<file path="src/rtl/conv1_feed_ctrl.sv">
// Frame feeder for the conv1 line buffer: streams a binary image from memory in
// row-major order, clears the buffer per frame and checks the window count at frame end.
module conv1_feed_ctrl #(
    parameter int unsigned WIDTH     = 28,
    parameter int unsigned HEIGHT    = 28,
    parameter int unsigned ADDR_W    = 10,
    parameter int unsigned DRAIN_MAX = 8
) (
    input  logic              clk,
    input  logic              rst_n,
    input  logic              start,
    input  logic              abort,
    input  logic              hold,
    output logic              mem_rd_en,
    output logic [ADDR_W-1:0] mem_addr,
    input  logic              mem_data,
    output logic              pix_valid,
    output logic              pix_data,
    output logic              buf_rst_n,
    input  logic              win_valid,
    output logic              busy,
    output logic              done,
    output logic              err
);

    localparam int unsigned PIX_N = WIDTH * HEIGHT;
    localparam int unsigned WIN_N = (WIDTH - 2) * (HEIGHT - 2);
    localparam int unsigned CNT_W = ADDR_W + 1;
    localparam int unsigned DRN_W = $clog2(DRAIN_MAX + 1);

    localparam logic [CNT_W-1:0] PIX_END  = CNT_W'(PIX_N);
    localparam logic [CNT_W-1:0] PIX_LAST = CNT_W'(PIX_N - 1);
    localparam logic [9:0]       WIN_TGT  = 10'(WIN_N);
    localparam logic [DRN_W-1:0] DRN_LAST = DRN_W'(DRAIN_MAX - 1);

    typedef enum logic [1:0] {
        S_IDLE,
        S_CLEAR,
        S_STREAM,
        S_DRAIN
    } state_t;

    state_t           r_state;
    logic [CNT_W-1:0] r_rd_cnt;
    logic             r_last_rd;
    logic             r_rd_d1;
    logic             r_last_d1;
    logic             r_pix_last;
    logic [9:0]       r_win_cnt;
    logic [DRN_W-1:0] r_drain_cnt;

    logic w_issue;
    logic w_win_inc;
    logic w_win_hit;

    assign w_issue   = (r_state == S_STREAM) && !hold && (r_rd_cnt < PIX_END);
    assign w_win_inc = win_valid && ((r_state == S_STREAM) || (r_state == S_DRAIN))
                       && (r_win_cnt != '1);
    assign w_win_hit = (r_win_cnt >= WIN_TGT);

    always_ff @(posedge clk or negedge rst_n) begin
        if (!rst_n) begin
            r_state     <= S_IDLE;
            mem_rd_en   <= 1'b0;
            mem_addr    <= '0;
            pix_valid   <= 1'b0;
            pix_data    <= 1'b0;
            buf_rst_n   <= 1'b1;
            busy        <= 1'b0;
            done        <= 1'b0;
            err         <= 1'b0;
            r_rd_cnt    <= '0;
            r_last_rd   <= 1'b0;
            r_rd_d1     <= 1'b0;
            r_last_d1   <= 1'b0;
            r_pix_last  <= 1'b0;
            r_win_cnt   <= '0;
            r_drain_cnt <= '0;
        end else begin
            buf_rst_n  <= 1'b1;
            done       <= 1'b0;
            // Read pipeline keeps flowing during hold so no issued read is lost.
            r_rd_d1    <= mem_rd_en;
            r_last_d1  <= r_last_rd;
            pix_valid  <= r_rd_d1;
            r_pix_last <= r_last_d1;
            if (r_rd_d1) begin
                pix_data <= mem_data;
            end
            if (w_win_inc) begin
                r_win_cnt <= r_win_cnt + 10'd1;
            end

            if (abort && (r_state != S_IDLE)) begin
                r_state    <= S_IDLE;
                busy       <= 1'b0;
                buf_rst_n  <= 1'b0;
                mem_rd_en  <= 1'b0;
                r_last_rd  <= 1'b0;
                r_rd_d1    <= 1'b0;
                r_last_d1  <= 1'b0;
                pix_valid  <= 1'b0;
                r_pix_last <= 1'b0;
            end else begin
                case (r_state)
                    S_IDLE: begin
                        mem_rd_en <= 1'b0;
                        r_last_rd <= 1'b0;
                        if (start && !abort) begin
                            r_state     <= S_CLEAR;
                            busy        <= 1'b1;
                            buf_rst_n   <= 1'b0;
                            err         <= 1'b0;
                            r_rd_cnt    <= '0;
                            r_win_cnt   <= '0;
                            r_drain_cnt <= '0;
                        end
                    end
                    S_CLEAR: begin
                        r_state <= S_STREAM;
                    end
                    S_STREAM: begin
                        mem_rd_en <= w_issue;
                        r_last_rd <= w_issue && (r_rd_cnt == PIX_LAST);
                        if (w_issue) begin
                            mem_addr <= r_rd_cnt[ADDR_W-1:0];
                            r_rd_cnt <= r_rd_cnt + CNT_W'(1);
                        end
                        if (r_pix_last) begin
                            r_state     <= S_DRAIN;
                            r_drain_cnt <= '0;
                        end
                    end
                    S_DRAIN: begin
                        mem_rd_en <= 1'b0;
                        r_last_rd <= 1'b0;
                        if (w_win_hit) begin
                            r_state <= S_IDLE;
                            busy    <= 1'b0;
                            done    <= 1'b1;
                        end else if (r_drain_cnt == DRN_LAST) begin
                            r_state <= S_IDLE;
                            busy    <= 1'b0;
                            done    <= 1'b1;
                            err     <= 1'b1;
                        end else begin
                            r_drain_cnt <= r_drain_cnt + DRN_W'(1);
                        end
                    end
                    default: begin
                        r_state <= S_IDLE;
                        busy    <= 1'b0;
                    end
                endcase
            end
        end
    end

endmodule

</file>
<file path="config.mk">
export PLATFORM = sky130hd
export DESIGN_NAME = conv1_feed_ctrl
export DESIGN_NICKNAME = d
export VERILOG_FILES = /design/src/rtl/conv1_feed_ctrl.sv
export SDC_FILE = /design/constraint.sdc
export NUM_CORES = 1
export LEC_CHECK = 0
export BUFFER_PORTS_ARGS = -buffer_cell sky130_fd_sc_hd__buf_2
export CAP_MARGIN = 40
export CORE_AREA = 4 4 70 72
export CTS_BUF_LIST = sky130_fd_sc_hd__clkbuf_8 sky130_fd_sc_hd__clkbuf_16
export DETAILED_ROUTE_END_ITERATION = 12
export DIE_AREA = 0 0 74 76
export PLACE_DENSITY = 0.79
export SYNTH_ARGS = -nofsm -noshare
export SYNTH_HDL_FRONTEND = slang
export SYNTH_SLANG_ARGS = --single-unit
</file>
<file path="constraint.sdc">
create_clock -name clk -period 6.41 [get_ports clk]
set_input_delay 0.641 -clock clk [delete_from_list [all_inputs] [get_ports clk]]
set_output_delay 0.641 -clock clk [all_outputs]
set_load 0.005 [all_outputs]
</file>
### After elaboration in Yosys (flattened, before gate mapping)

Index checks and enable logic that the tools add are counted.

* flip-flop bits (word level): 48
* memory bits (writable): 0
* logic and storage cells: 103
* bits in read-only memories: 0
* memories kept: 0
* input bits: 7
* latch bits: 0
* output and inout bits: 17

* equal/unequal tests: 15
* order comparisons: 2
* reductions and logical operators: 24
* bitwise operators: 1
* $add $sub $neg: 3
* multiplexer cells: 42
* multipliers: 0
* divide/modulo/power cells: 0
* shifts and indexed selects: 0

Operators by type and width (number)
* 10-bit two-way mux: 4
* 11-bit two-way mux: 2
* 11-bit one-hot mux with 2 select lines: 1
* 1-bit two-way mux: 20
* 4-bit two-way mux: 4
* 4-bit one-hot mux with 3 select lines: 1
* 11-bit by 1-bit adder with 11-bit output, second input constant: 1
* 11-bit by 10-bit == test with 1-bit output, second input constant: 1
* 11-bit by 10-bit less-than comparator with 1-bit output, second input constant: 1
* 10-bit by 1-bit adder with 10-bit output, second input constant: 1
* 10-bit greater-or-equal comparator, second input constant: 1
* 2-bit two-way mux: 5
* 10-bit != test, second input constant: 1
* 2-bit != test, second input constant: 5
* 3-bit AND reduction: 3
* 3-bit nonzero test: 3
* 1-bit one-hot mux with 2 select lines: 4
* 2-bit one-hot mux with 4 select lines: 1
* 1-bit logical AND: 7
* 6-bit AND reduction: 1
* 2-bit nonzero test: 3
* 5-bit AND reduction: 1
* 4-bit by 1-bit adder with 4-bit output, second input constant: 1
* 2-bit == test, second input constant: 2
* 12 further kinds: 13

### Depth between registers and ports, before layout

Gate-level depths: netlist of run 1.

* word-level depth: 8
* gate-level depth with buffers: 7
* gate-level depth less buffers: 6

### Worst setup path after synthesis of run 1

OpenSTA, ideal clock, no wires.

* path kind: reg-to-reg
* from: reg r_state[0]
* to: reg r_drain_cnt[3]
* clock period less this slack: 2.049 ns
* data arrival time: 1.980 ns
* library setup time: 0.069 ns
* path slack: 4.361 ns
* cell stages (with the launch flop): 7
* cells stage by stage: dfrtp_1 > inv_1 > ha_1 > nor2b_1 > or4_1 > or4_1 > nand3_1

* cells in the longest elaborated chain, start to end: 4
* elaborated cells on any way between the ends: 13

Ends and longest elaborated chain
* start, declared: RTL line 43 `state_t r_state;`
* start signal, assigned: RTL line 63 `r_state <= S_IDLE;`
* start signal, assigned: RTL line 95 `r_state <= S_IDLE;`
* start signal, assigned: RTL line 110 `r_state <= S_CLEAR;`
* parallel branches: the longest is 4 deep, another holds 6-bit AND reduction
* end signal, assigned: RTL line 147 `r_drain_cnt <= r_drain_cnt + DRN_W'(1);`
* end, declared: RTL line 50 `logic [DRN_W-1:0] r_drain_cnt;`

Parallel ways; which one is timed is not known.
A chain may end at the register's enable or synchronous reset.

### Worst setup path in the final report of run 1

Same ends and word-level chain as after synthesis.

==> run summary, run 1 <==
### STA
* 8.214 ps — Worst Skew
* 0 — final number of hold-violating endpoints
* 0.5664 — relative slew slack
* no — unrepaired setup endpoints after global routing
* 0.3666 — post-route fraction of the period consumed by the critical path
* 0 ps — total negative slack
* 425.6 MHz — highest achievable clock rate
* 2350 ps — Min Clock Period, post-route
* 0 — Final Setup Violations
* 286.3 ps — hold slack final
* 0 — final number of max-transition violations
* 644.4 ps — measured slew at the worst slew-check pin

### Cells and area
* 0 — Antenna Diode Count
* 11.75% — area delta synth->final
* 293 — total number of nets in the final design
* 1272 sq um — multi-input combinational cell area
* 0.1697 — fraction of layout cells with a size suffix above 1
* 345 — Fillers
* 1202 sq um — register cell area after layout

### Placed design
* 0.8198 — RD Place Congestion
* 23 — # port buffers
* 3.743 mm — half-perimeter wire length after placement

### Global route
* 0 — GR Overflow Total
* 30 — largest net degree at the start of global routing
* 8.887 mm — wire length of the first global-routing pass
* 1,997 — number of global-route vias before repair
* 0 — number of antenna violations at the first check in global routing
* 0.1981 — overall track demand over capacity in global routing

### Drt
* 6.049 — average vias per placed instance
* 5.114 mm — final WL
* 15.54 microns — drt wl/cell
* 1,990 — DR vias
* 4 — TritonRoute pass-1 iters
* 0 — ANT nets after route
* 0 — DRC violations left
* 135 — drt initial violations

### Synthesis
* 48 — synthesis-stage register bit count
* 0.4660 — area share of the largest cell type after synthesis
* sky130_fd_sc_hd__dfrtp_1 (47%), sky130_fd_sc_hd__ha_1 (5.0%), sky130_fd_sc_hd__mux2_2 (4.9%), sky130_fd_sc_hd__nand3_1 (4.4%), sky130_fd_sc_hd__nand2_1 (3.4%) — Synth area leaders
* 44 — count of cell types in the netlist
* 2524 sq um — Netlist Area Pre-Place
* sky130_fd_sc_hd__dfrtp_1 — Top FF cell, synth
* 0.4765 — share of the yosys chip area belonging to registers
* 0.006941 — synthesized-area fraction occupied by xor and xnor cells
* 0.2315 — Simple-Gate Fraction of Synth Area
* 0.04958 — share of synthesized cell area in full adder, half adder and majority cells
* sky130_fd_sc_hd__dfrtp_1 — cell type contributing the most total cell area after synthesis
* sky130_fd_sc_hd__dfrtp_1 — most numerous cell in the Yosys netlist
* 10.14 sq um — Synth Area per Inst
* 0 — warnings from Yosys
* sky130_fd_sc_hd__dfrtp_1 (47), sky130_fd_sc_hd__nand2_1 (23), sky130_fd_sc_hd__nand3_1 (22) — top cells by count, synth
* 266 — nets in the synthesized netlist
* 1.000 — ys async rst share
* 0.06891 — fraction of synthesized area in multiplexers
* 0 — number of enable-type register cells in the synthesized netlist
* simple AND/OR/NAND/NOR gates — dominant combinational cell family by area after synthesis
* 0.1472 — post-synthesis compound-gate area fraction
* 249 — post-synthesis instance total

### Flow run
* 0 — max-cap violation count

### Clocking
* 0 — number of buffers added to fix hold violations after cts
* sky130_fd_sc_hd__clkbuf_8 — Root Buffer Master
* 2 — number of H-tree branching levels
* 300 ps — clock latency on the worst-skew pair
* 48 — clock sink count
* 0 — setup fix buffers added after clock tree synthesis
* 90 ps — clock slew seen by the registers of the worst setup and hold paths
* done — TritonCTS clock tree
* 0 — post-cts resize count
* 5 — number of clock buffers inserted by TritonCTS
* 2 — buffer levels on the longest clock path

### Pwr
* 0.237 — power share of the clock group
* 1.301 nW — leakage power
* 0.0001592 V — worst ir drop on vdd
* 0.0005841 W — Internal Pwr Total
* 0.319 — Logic pwr share
* 0.3464 — Sw Share
* 0.443 — part of the total power dissipated in sequential elements
* 0.0003095 W — Net Sw Power
* 316.9 nW/um^2 — power per cell area

### Floorplanning
* 24 — Row Count
* 4294 sq um — total core area
* 0.5877 — initial core utilization
* 5624 sq um — full die area
* 24 — number of primary I/O pins
* 76 microns — die height
* 74 microns — overall die width

### Min path
* input pin to asynchronous set/reset pin — Min-Delay Path Class

### Critical path
* 6660 ps — data required time of the worst path
* flop to flop — Setup Crit Path Kind
* flop — Critical Path Start Type
* 15 — worst-path fanout max
* flop — CP endpoint kind
* 2600 ps — Data arrival, critical path

### Run status
* finished clean — result of the run

==> critical path, stage by stage (launching register included) <==
cell and delay (ps):
sky130_fd_sc_hd__dfrtp_1 410, sky130_fd_sc_hd__inv_1 110, sky130_fd_sc_hd__ha_1 370, sky130_fd_sc_hd__nor2b_1 230, sky130_fd_sc_hd__or4_1 550, sky130_fd_sc_hd__or4_1 530
sky130_fd_sc_hd__nand3_1 90
==> per-stage QoR <==
stage                       util  cells  area (sq um)  power (W)  setup slack, ps
final                     0.6568    329          2820  0.0008936             4060
after global routing      0.6568    329          2820  0.0009590             3894
after CTS                 0.6568    329          2820  0.0008994             4057
after detailed placement  0.6317    321          2713  0.0006878             4064
after global placement    0.6253    319          2685  0.0006736             4103
after floorplan                -    249          2524  0.0006023             4361
==> layout by cell type, fill, tap and decap left out, types with 4 or more instances in the layout <==
master and n:
sky130_fd_sc_hd__dfrtp_1 47, sky130_fd_sc_hd__nand2_1 23, sky130_fd_sc_hd__buf_2 23, sky130_fd_sc_hd__nand3_1 22, sky130_fd_sc_hd__a21oi_1 16, sky130_fd_sc_hd__o21ai_0 13, sky130_fd_sc_hd__nor2_1 11, sky130_fd_sc_hd__mux2_2 11
sky130_fd_sc_hd__ha_1 10, sky130_fd_sc_hd__inv_1 9, sky130_fd_sc_hd__nand2b_1 5, sky130_fd_sc_hd__nand4_1 5, sky130_fd_sc_hd__mux2i_1 5, sky130_fd_sc_hd__or3_1 5, sky130_fd_sc_hd__and2_1 5, sky130_fd_sc_hd__or4_1 5
sky130_fd_sc_hd__clkbuf_8 5, sky130_fd_sc_hd__and3_1 4
==> registers in the layout, summed over array words and instances, names as in the netlist <==
name	count
buf_rst_n	1
busy	1
done	1
err	1
mem_addr	10
mem_rd_en	1
pix_data	1
pix_valid	1
r_drain_cnt	4
r_last_d1	1
r_last_rd	1
r_pix_last	1
r_rd_cnt	11
r_rd_d1	1
r_state	2
r_win_cnt	10
==> layer usage <==
| layer | global-route usage | share of wire |
|---|---|---|
| met5 | 0 | 0 |
| met1 | 0.2573 | 0.45 |
| met3 | 0.03694 | 0.035 |
| met2 | 0.3147 | 0.49 |
| met4 | 0.09239 | 0.020 |
==> final timing paths <==
| check | slack [ps] | cells past startpoint | to | start |
|---|---|---|---|---|
| min | 290 | 1 | r_win_cnt[7] | rst_n |
| min reg2reg | 480 | 2 | mem_addr[7] | mem_addr[7] |
| max | 4060 | 6 | r_drain_cnt[3] | r_state[0] |
| max reg2reg | 4060 | 6 | r_drain_cnt[3] | r_state[0] |
| min in group clk | 480 | 2 | mem_addr[7] | mem_addr[7] |
| max in group asynchronous | 5550 | 2 | buf_rst_n | rst_n |
==> logic make-up after synthesis <==
| group | Yosys count |
|---|---|
| compound gates | 55 |
| xor+xnor | 2 |
| fa+ha+maj | 10 |
| buf+inv | 13 |
| flops | 48 |
| mux | 16 |
| simple gates | 105 |
==> power by group through the flow <==
stage	combinational (W)	clock (W)	sequential, W
finish	0.000285	0.000212	0.000396
global route	0.000323	0.000230	0.000406
CTS	0.000288	0.000216	0.000395
detailed placement	0.000287	0	0.000401
global placement	0.000274	0	0.000399
floorplan	0.000208	0	0.000394
==> area by class of cell <==
type | instances | share of cell area
multi-input cells | 188 | 0.4512
flip-flops and latches | 48 | 0.4264
clock inverters | 3 | 0.01375
inverters | 8 | 0.01065
repair buffers | 25 | 0.05058
well taps | 52 | 0.02307
clock buffers | 5 | 0.02440
(Power assumes the default switching activity.)
==> run 2, diff against run 1 <==
Settings changed: CORE_AREA 4 4 70 72 to 4 4 71 73, DIE_AREA 0 0 74 76 to 0 0 75 77, PLACE_DENSITY 0.79 to 0.77.
Clock period 6.41 ns to 2.3 ns, I/O delays scaled along.
==> run 2 against run 1 <==
Design area is 0.71% higher. Routed wire length is 3.0% higher. Power grew to 2.7 times the previous value. Worst hold slack got worse by 130 ps. Critical path type unchanged. Sequential share of layout area is 0.30 points lower. Worst setup slack lost 3900 ps. Largest cell class unchanged. Combinational power increased to 2.9 times the previous value.
==> run summary, run 2 (synthesis gave the netlist of run 1 again) <==
### Drt
* 15.73 microns — drt wl/cell, +1.2%
* 0 — DRC violations left, unchanged
* 5.269 mm — final WL, +3.0%
* 2,058 — DR vias, +3.4%
* 4 — TritonRoute pass-1 iters, unchanged
* 97 — drt initial violations, -28%
* 6.143 — average vias per placed instance, +1.6%
* 0 — ANT nets after route, unchanged

### STA
* 2157 ps — Min Clock Period, post-route, -192.9 ps
* 0.9378 — post-route fraction of the period consumed by the critical path, +0.5712
* 569.8 ps — measured slew at the worst slew-check pin, -74.58 ps
* 6.441 ps — Worst Skew, -1.774 ps
* no — unrepaired setup endpoints after global routing
* 0 — final number of hold-violating endpoints, unchanged
* 0 ps — total negative slack, unchanged
* 0 — Final Setup Violations, unchanged
* 463.6 MHz — highest achievable clock rate, +8.9%
* 0.6166 — relative slew slack, +0.05018
* 0 — final number of max-transition violations, unchanged

### Floorplanning
* 24 — Row Count, unchanged
* 5775 sq um — full die area, +2.7%
* 24 — number of primary I/O pins, unchanged
* 4354 sq um — total core area, +1.4%
* 77 microns — die height, +1.3%
* 0.5796 — initial core utilization, -0.008106
* 75 microns — overall die width, +1.4%

### Cells and area
* 299 — total number of nets in the final design, +2.0%
* 12.54% — area delta synth->final
* sky130_fd_sc_hd__dfrtp_1 — most frequent standard cell in the layout excluding fill and tap cells
* sky130_fd_sc_hd__dfrtp_1 (47), sky130_fd_sc_hd__nand2_1 (23), sky130_fd_sc_hd__buf_2 (23), sky130_fd_sc_hd__nand3_1 (22), sky130_fd_sc_hd__a21oi_1 (16) — commonest non-fill, non-tap cells in the layout
* r_rd_cnt — register name with the most flops
* r_rd_cnt: 11 flops, mem_addr: 10 flops, r_win_cnt: 10 flops — Largest regs
* 11 — max reg flops, unchanged
* 0.1873 — fraction of layout cells with a size suffix above 1, +0.01760
* 0 — Antenna Diode Count, unchanged

### Placed design
* 0.8146 — RD Place Congestion, -0.63%
* 23 — # port buffers, unchanged
* 3.849 mm — half-perimeter wire length after placement, +2.8%

### Clocking
* 48 — clock sink count, unchanged
* 5 — number of clock buffers inserted by TritonCTS, unchanged
* done — TritonCTS clock tree
* 2 — buffer levels on the longest clock path, unchanged
* 90 ps — clock slew seen by the registers of the worst setup and hold paths, about the same
* sky130_fd_sc_hd__clkbuf_8 — Root Buffer Master
* 300 ps — clock latency on the worst-skew pair, about the same
* 0 — post-cts resize count, unchanged
* 2 — number of H-tree branching levels, unchanged

### Global route
* 2,036 — number of global-route vias before repair, +2.0%
* 9.190 mm — wire length of the first global-routing pass, +3.4%
* 0.2011 — overall track demand over capacity in global routing, +0.002960
* 22 — largest net degree at the start of global routing, -27%
* 0 — GR Overflow Total, unchanged
* 0 — number of antenna violations at the first check in global routing, unchanged

### Critical path
* 2380 ps — Data arrival, critical path, -220 ps
* flop — Critical Path Start Type
* 540 ps — Slowest Stage Delay on Critical Path, about the same
* 14 — worst-path fanout max, -1
* flop to flop — Setup Crit Path Kind
* flop — CP endpoint kind
* 2520 ps — data required time of the worst path, -4140 ps
* inv_1 -> ha_1 -> buf_4 -> o21ai_0 -> o2111ai_4 -> or4_1 -> a21oi_1 — cell-by-cell trace of the critical path
* sky130_fd_sc_hd__or4_1 — cell with the largest stage delay on the worst path

### Flow run
* 0 — max-cap violation count, unchanged

### Pwr
* 1.316 nW — leakage power, +1.2%
* 0.0004717 V — worst ir drop on vdd, +200%
* 863.5 nW/um^2 — power per cell area, +170%
* 0.002452 W — Final Power, +170%

### Run status
* finished clean — result of the run

### Min path
* input pin to flop — Min-Delay Path Class

[run 2: path summary, 6_finish.rpt]
path	from	slack, ps	cells past startpoint	to
min in group asynchronous	rst_n	400	2	r_win_cnt[6]
worst max register to register	r_state[0]	140	7	r_rd_cnt[8]
worst min-delay path	mem_data	160	2	pix_data
max in group asynchronous	rst_n	1260	3	buf_rst_n
worst max-delay path	r_state[0]	140	7	r_rd_cnt[8]
worst min register to register	r_last_d1	480	1	r_pix_last
[run 2: area by class of cell]
class	count	area (sq um)
Inverter	8	30.03
Fill cell	342	1514
Clock inverter	2	10.01
Sequential cell	48	1202
Multi-Input combinational cell	188	1272
Clock buffer	6	82.58
Timing Repair Buffer	31	177.7
Tap cell	52	65.06
[run 2: timing repair]
| action | CTS | global route |
|---|---|---|
| hold endpoints to repair | 19 | 0 |
| hold buffers | 1 | 0 |
| buffers inserted | 0 | 0 |
[run 2: worst max-delay path: cells and delay by family (launching register included)]
kind / cells / cell delay [ps]
compound gates: 3 / 590
simple gates: 1 / 540
flops: 1 / 400
buf+inv: 2 / 300
fa+ha+maj: 1 / 230
[run 2: layer usage]
layer,wire [microns],global-route usage,up-vias
li1,-,-,993
met1,2356,0.2566,1001
met2,2555,0.3206,55
met3,245,0.04444,9
met4,111,0.08897,0
met5,0,0,-
[run 2: where the power goes]
group / switching (W) / leakage [nW] / internal (W)
Clock: 0.000270 / 0.0510 / 0.000240
Combinational: 0.000485 / 0.612 / 0.000352
Sequential: 0.000126 / 0.653 / 0.000979
Total: 0.000881 / 1.32 / 0.00157
[run 2: through the flow]
| step | hold WS, ps | std cells | utilization | instance area (sq um) | setup slack [ps] |
|---|---|---|---|---|---|
| after floorplan | -65.59 | 249 | - | 2524 | 251.0 |
| after global placement | 202.9 | 326 | 0.6287 | 2738 | 251.7 |
| after detailed placement | 205.9 | 326 | 0.6287 | 2738 | 183.0 |
| after CTS | 150.6 | 335 | 0.6523 | 2840 | 149.7 |
| after global routing | 147.5 | 335 | 0.6523 | 2840 | 2.556 |
| final | 157.1 | 335 | 0.6523 | 2840 | 143.1 |
==> run 3, diff against run 2 <==
Settings changed: CORE_AREA 4 4 71 73 to 2 2 69 71, DIE_AREA 0 0 75 77 to 0 0 71 73.
==> run 3 against run 2 <==
First-iteration DRC count is 35% higher. Via count is 2.3% lower. Routed wire length is 6.7% lower. Register-to-register slack barely moved. Global-route usage shrank 0.72 points. Sequential power barely moved. Clock skew hardly changed. Maximum frequency is 0.59% lower. Power is 0.95% lower. Critical endpoint is now r_drain_cnt[3].
==> run summary, run 3 (synthesis gave the netlist of run 1 again) <==
### Cells and area
* 296 — total number of nets in the final design, -1.0%
* r_rd_cnt — register name with the most flops
* 11.95% — area delta synth->final
* 0.1786 — fraction of layout cells with a size suffix above 1, -0.008708
* sky130_fd_sc_hd__dfrtp_1 (47), sky130_fd_sc_hd__nand2_1 (23), sky130_fd_sc_hd__buf_2 (23), sky130_fd_sc_hd__nand3_1 (22), sky130_fd_sc_hd__a21oi_1 (16) — commonest non-fill, non-tap cells in the layout
* 11 — max reg flops, unchanged
* r_rd_cnt: 11 flops, mem_addr: 10 flops, r_win_cnt: 10 flops — Largest regs
* sky130_fd_sc_hd__dfrtp_1 — most frequent standard cell in the layout excluding fill and tap cells
* 0 — Antenna Diode Count, unchanged
* 385 — Fillers, +13%

### Global route
* 0.3229 — met2 Resource Use GR, +0.002392
* 0 — number of antenna violations at the first check in global routing, unchanged
* 0 — GR Overflow Total, unchanged
* 1,784 — number of global-route vias before repair, -12%
* 31 — largest net degree at the start of global routing, +41%
* met2 — highest-utilization routing layer at the global route stage
* 0.1938 — overall track demand over capacity in global routing, -0.007221
* 8.059 mm — wire length of the first global-routing pass, -12%
* 0.04558 — met3 Use GR, +0.001136
* 0.2590 — met1 Usage GRT, +0.002398

### STA
* 0.9434 — post-route fraction of the period consumed by the critical path, +0.005584
* 6.501 ps — Worst Skew, +0.05973 ps
* no — unrepaired setup endpoints after global routing
* 573.6 ps — measured slew at the worst slew-check pin, +3.788 ps
* 0 — final number of hold-violating endpoints, unchanged
* 0 ps — total negative slack, unchanged
* 2170 ps — Min Clock Period, post-route, +12.84 ps
* 160.7 ps — hold slack final, +3.573 ps
* 0 — Final Setup Violations, unchanged
* 0.6141 — relative slew slack, -0.002548
* 460.9 MHz — highest achievable clock rate, -0.59%
* 0 — final number of max-transition violations, unchanged

### Pwr
* 0.212 — power share of the clock group, +0.004
* 0.0004657 V — worst ir drop on vdd, -1.3%
* 0.333 — Logic pwr share, -0.008
* 0.001564 W — Internal Pwr Total, -0.46%
* 1.294 nW — leakage power, -1.7%
* 0.0008654 W — Net Sw Power, -1.8%
* 859.8 nW/um^2 — power per cell area, -0.42%
* 0.3562 — Sw Share, -0.003144
* 0.455 — part of the total power dissipated in sequential elements, +0.004

### Drt
* 0 — ANT nets after route, unchanged
* 131 — drt initial violations, +35%
* 0 — DRC violations left, unchanged
* 6.021 — average vias per placed instance, -2.0%
* 4 — TritonRoute pass-1 iters, unchanged
* 14.72 microns — drt wl/cell, -6.4%
* 4.916 mm — final WL, -6.7%
* 2,011 — DR vias, -2.3%

### Clocking
* done — TritonCTS clock tree
* 2 — number of H-tree branching levels, unchanged
* 2 — buffer levels on the longest clock path, unchanged
* 5 — number of clock buffers inserted by TritonCTS, unchanged
* 90 ps — clock slew seen by the registers of the worst setup and hold paths, about the same
* 290 ps — clock latency on the worst-skew pair, about the same
* 48 — clock sink count, unchanged
* sky130_fd_sc_hd__clkbuf_8 — Root Buffer Master

### Critical path
* flop — Critical Path Start Type
* flop to flop — Setup Crit Path Kind
* flop — CP endpoint kind
* 2410 ps — Data arrival, critical path, +30 ps
* 8 — worst-path fanout max, -6
* 2540 ps — data required time of the worst path, +20 ps

### Floorplanning
* 5183 sq um — full die area, -10%
* 4536 sq um — total core area, +4.2%
* 24 — number of primary I/O pins, unchanged
* 25 — Row Count, +4.2%
* 71 microns — overall die width, -5.3%
* 73 microns — die height, -5.2%
* 0.5564 — initial core utilization, -0.02318

### Flow run
* 0 — max-cap violation count, unchanged

### Placed design
* 3.584 mm — half-perimeter wire length after placement, -6.9%
* 0.8328 — RD Place Congestion, +2.2%
* 23 — # port buffers, unchanged

### Run status
* finished clean — result of the run

### Min path
* input pin to flop — Min-Delay Path Class

[run 3: cell types whose count changed in the layout (fill, tap and decap cells not counted)]
cell,delta
sky130_fd_sc_hd__buf_4,-3
sky130_fd_sc_hd__clkinvlp_4,+2
sky130_fd_sc_hd__clkinv_2,-2
[run 3: metrics by stage]
stage	util	setup WS [ps]	instance area [sq um]	power [W]	instances
4_1_cts	0.6229	140.0	2825	0.002453	334
3_5_place_dp	0.5992	161.2	2718	0.001932	325
3_3_place_gp	0.5992	254.1	2718	0.001901	325
6_report	0.6229	130.2	2825	0.002429	334
2_1_floorplan	-	251.0	2524	0.001678	249
5_1_grt	0.6229	27.16	2825	0.002604	334
[run 3: cell type report]
type                            count  area (sq um)  area share
Multi-Input combinational cell    188          1272      0.4504
Timing Repair Buffer               28         155.1     0.05492
Inverter                            8         30.03     0.01063
Sequential cell                    48          1202      0.4256
Clock buffer                        6         82.58     0.02923
Tap cell                           54         67.56     0.02391
Clock inverter                      2         15.01    0.005314
[run 3: critical path, stage by stage (launching register included)]
cell                      delay (ps)
sky130_fd_sc_hd__dfrtp_1         430
sky130_fd_sc_hd__inv_1           120
sky130_fd_sc_hd__ha_1            300
sky130_fd_sc_hd__nor2b_1         170
sky130_fd_sc_hd__or4_1           480
sky130_fd_sc_hd__or4_1           530
sky130_fd_sc_hd__nand3_1          90
[run 3: power groups by stage]
stage	registers [W]	clock network (W)	logic, W
after floorplan	0.00110	0	0.000580
after global placement	0.00111	0	0.000788
after detailed placement	0.00112	0	0.000810
after CTS	0.00110	0.000536	0.000813
after global routing	0.00113	0.000562	0.000915
final	0.00111	0.000514	0.000809
[run 3: layer usage]
layer | routed length (microns) | vias up
li1 | - | 992
met1 | 2344 | 981
met2 | 2367 | 36
met3 | 176 | 2
met4 | 27 | 0
met5 | 0 | -
[run 3: path summary, 6_finish.rpt]
kind,startpoint,to,slack [ps],cells after the start
setup / recovery,r_state[0],r_drain_cnt[3],130,6
hold / removal,mem_data,pix_data,160,2
setup reg to reg,r_state[0],r_drain_cnt[3],130,6
hold reg to reg,r_last_d1,r_pix_last,460,1
max in group asynchronous,rst_n,buf_rst_n,1150,3
min in group asynchronous,rst_n,r_win_cnt[4],400,2
[run 3: what timing repair did]
item | in CTS | in global routing
hold buffers | 1 | 0
buffers inserted | 0 | 0
resized for setup | 0 | 0
setup endpoints to repair | 0 | 0
hold endpoints to repair | 18 | 0
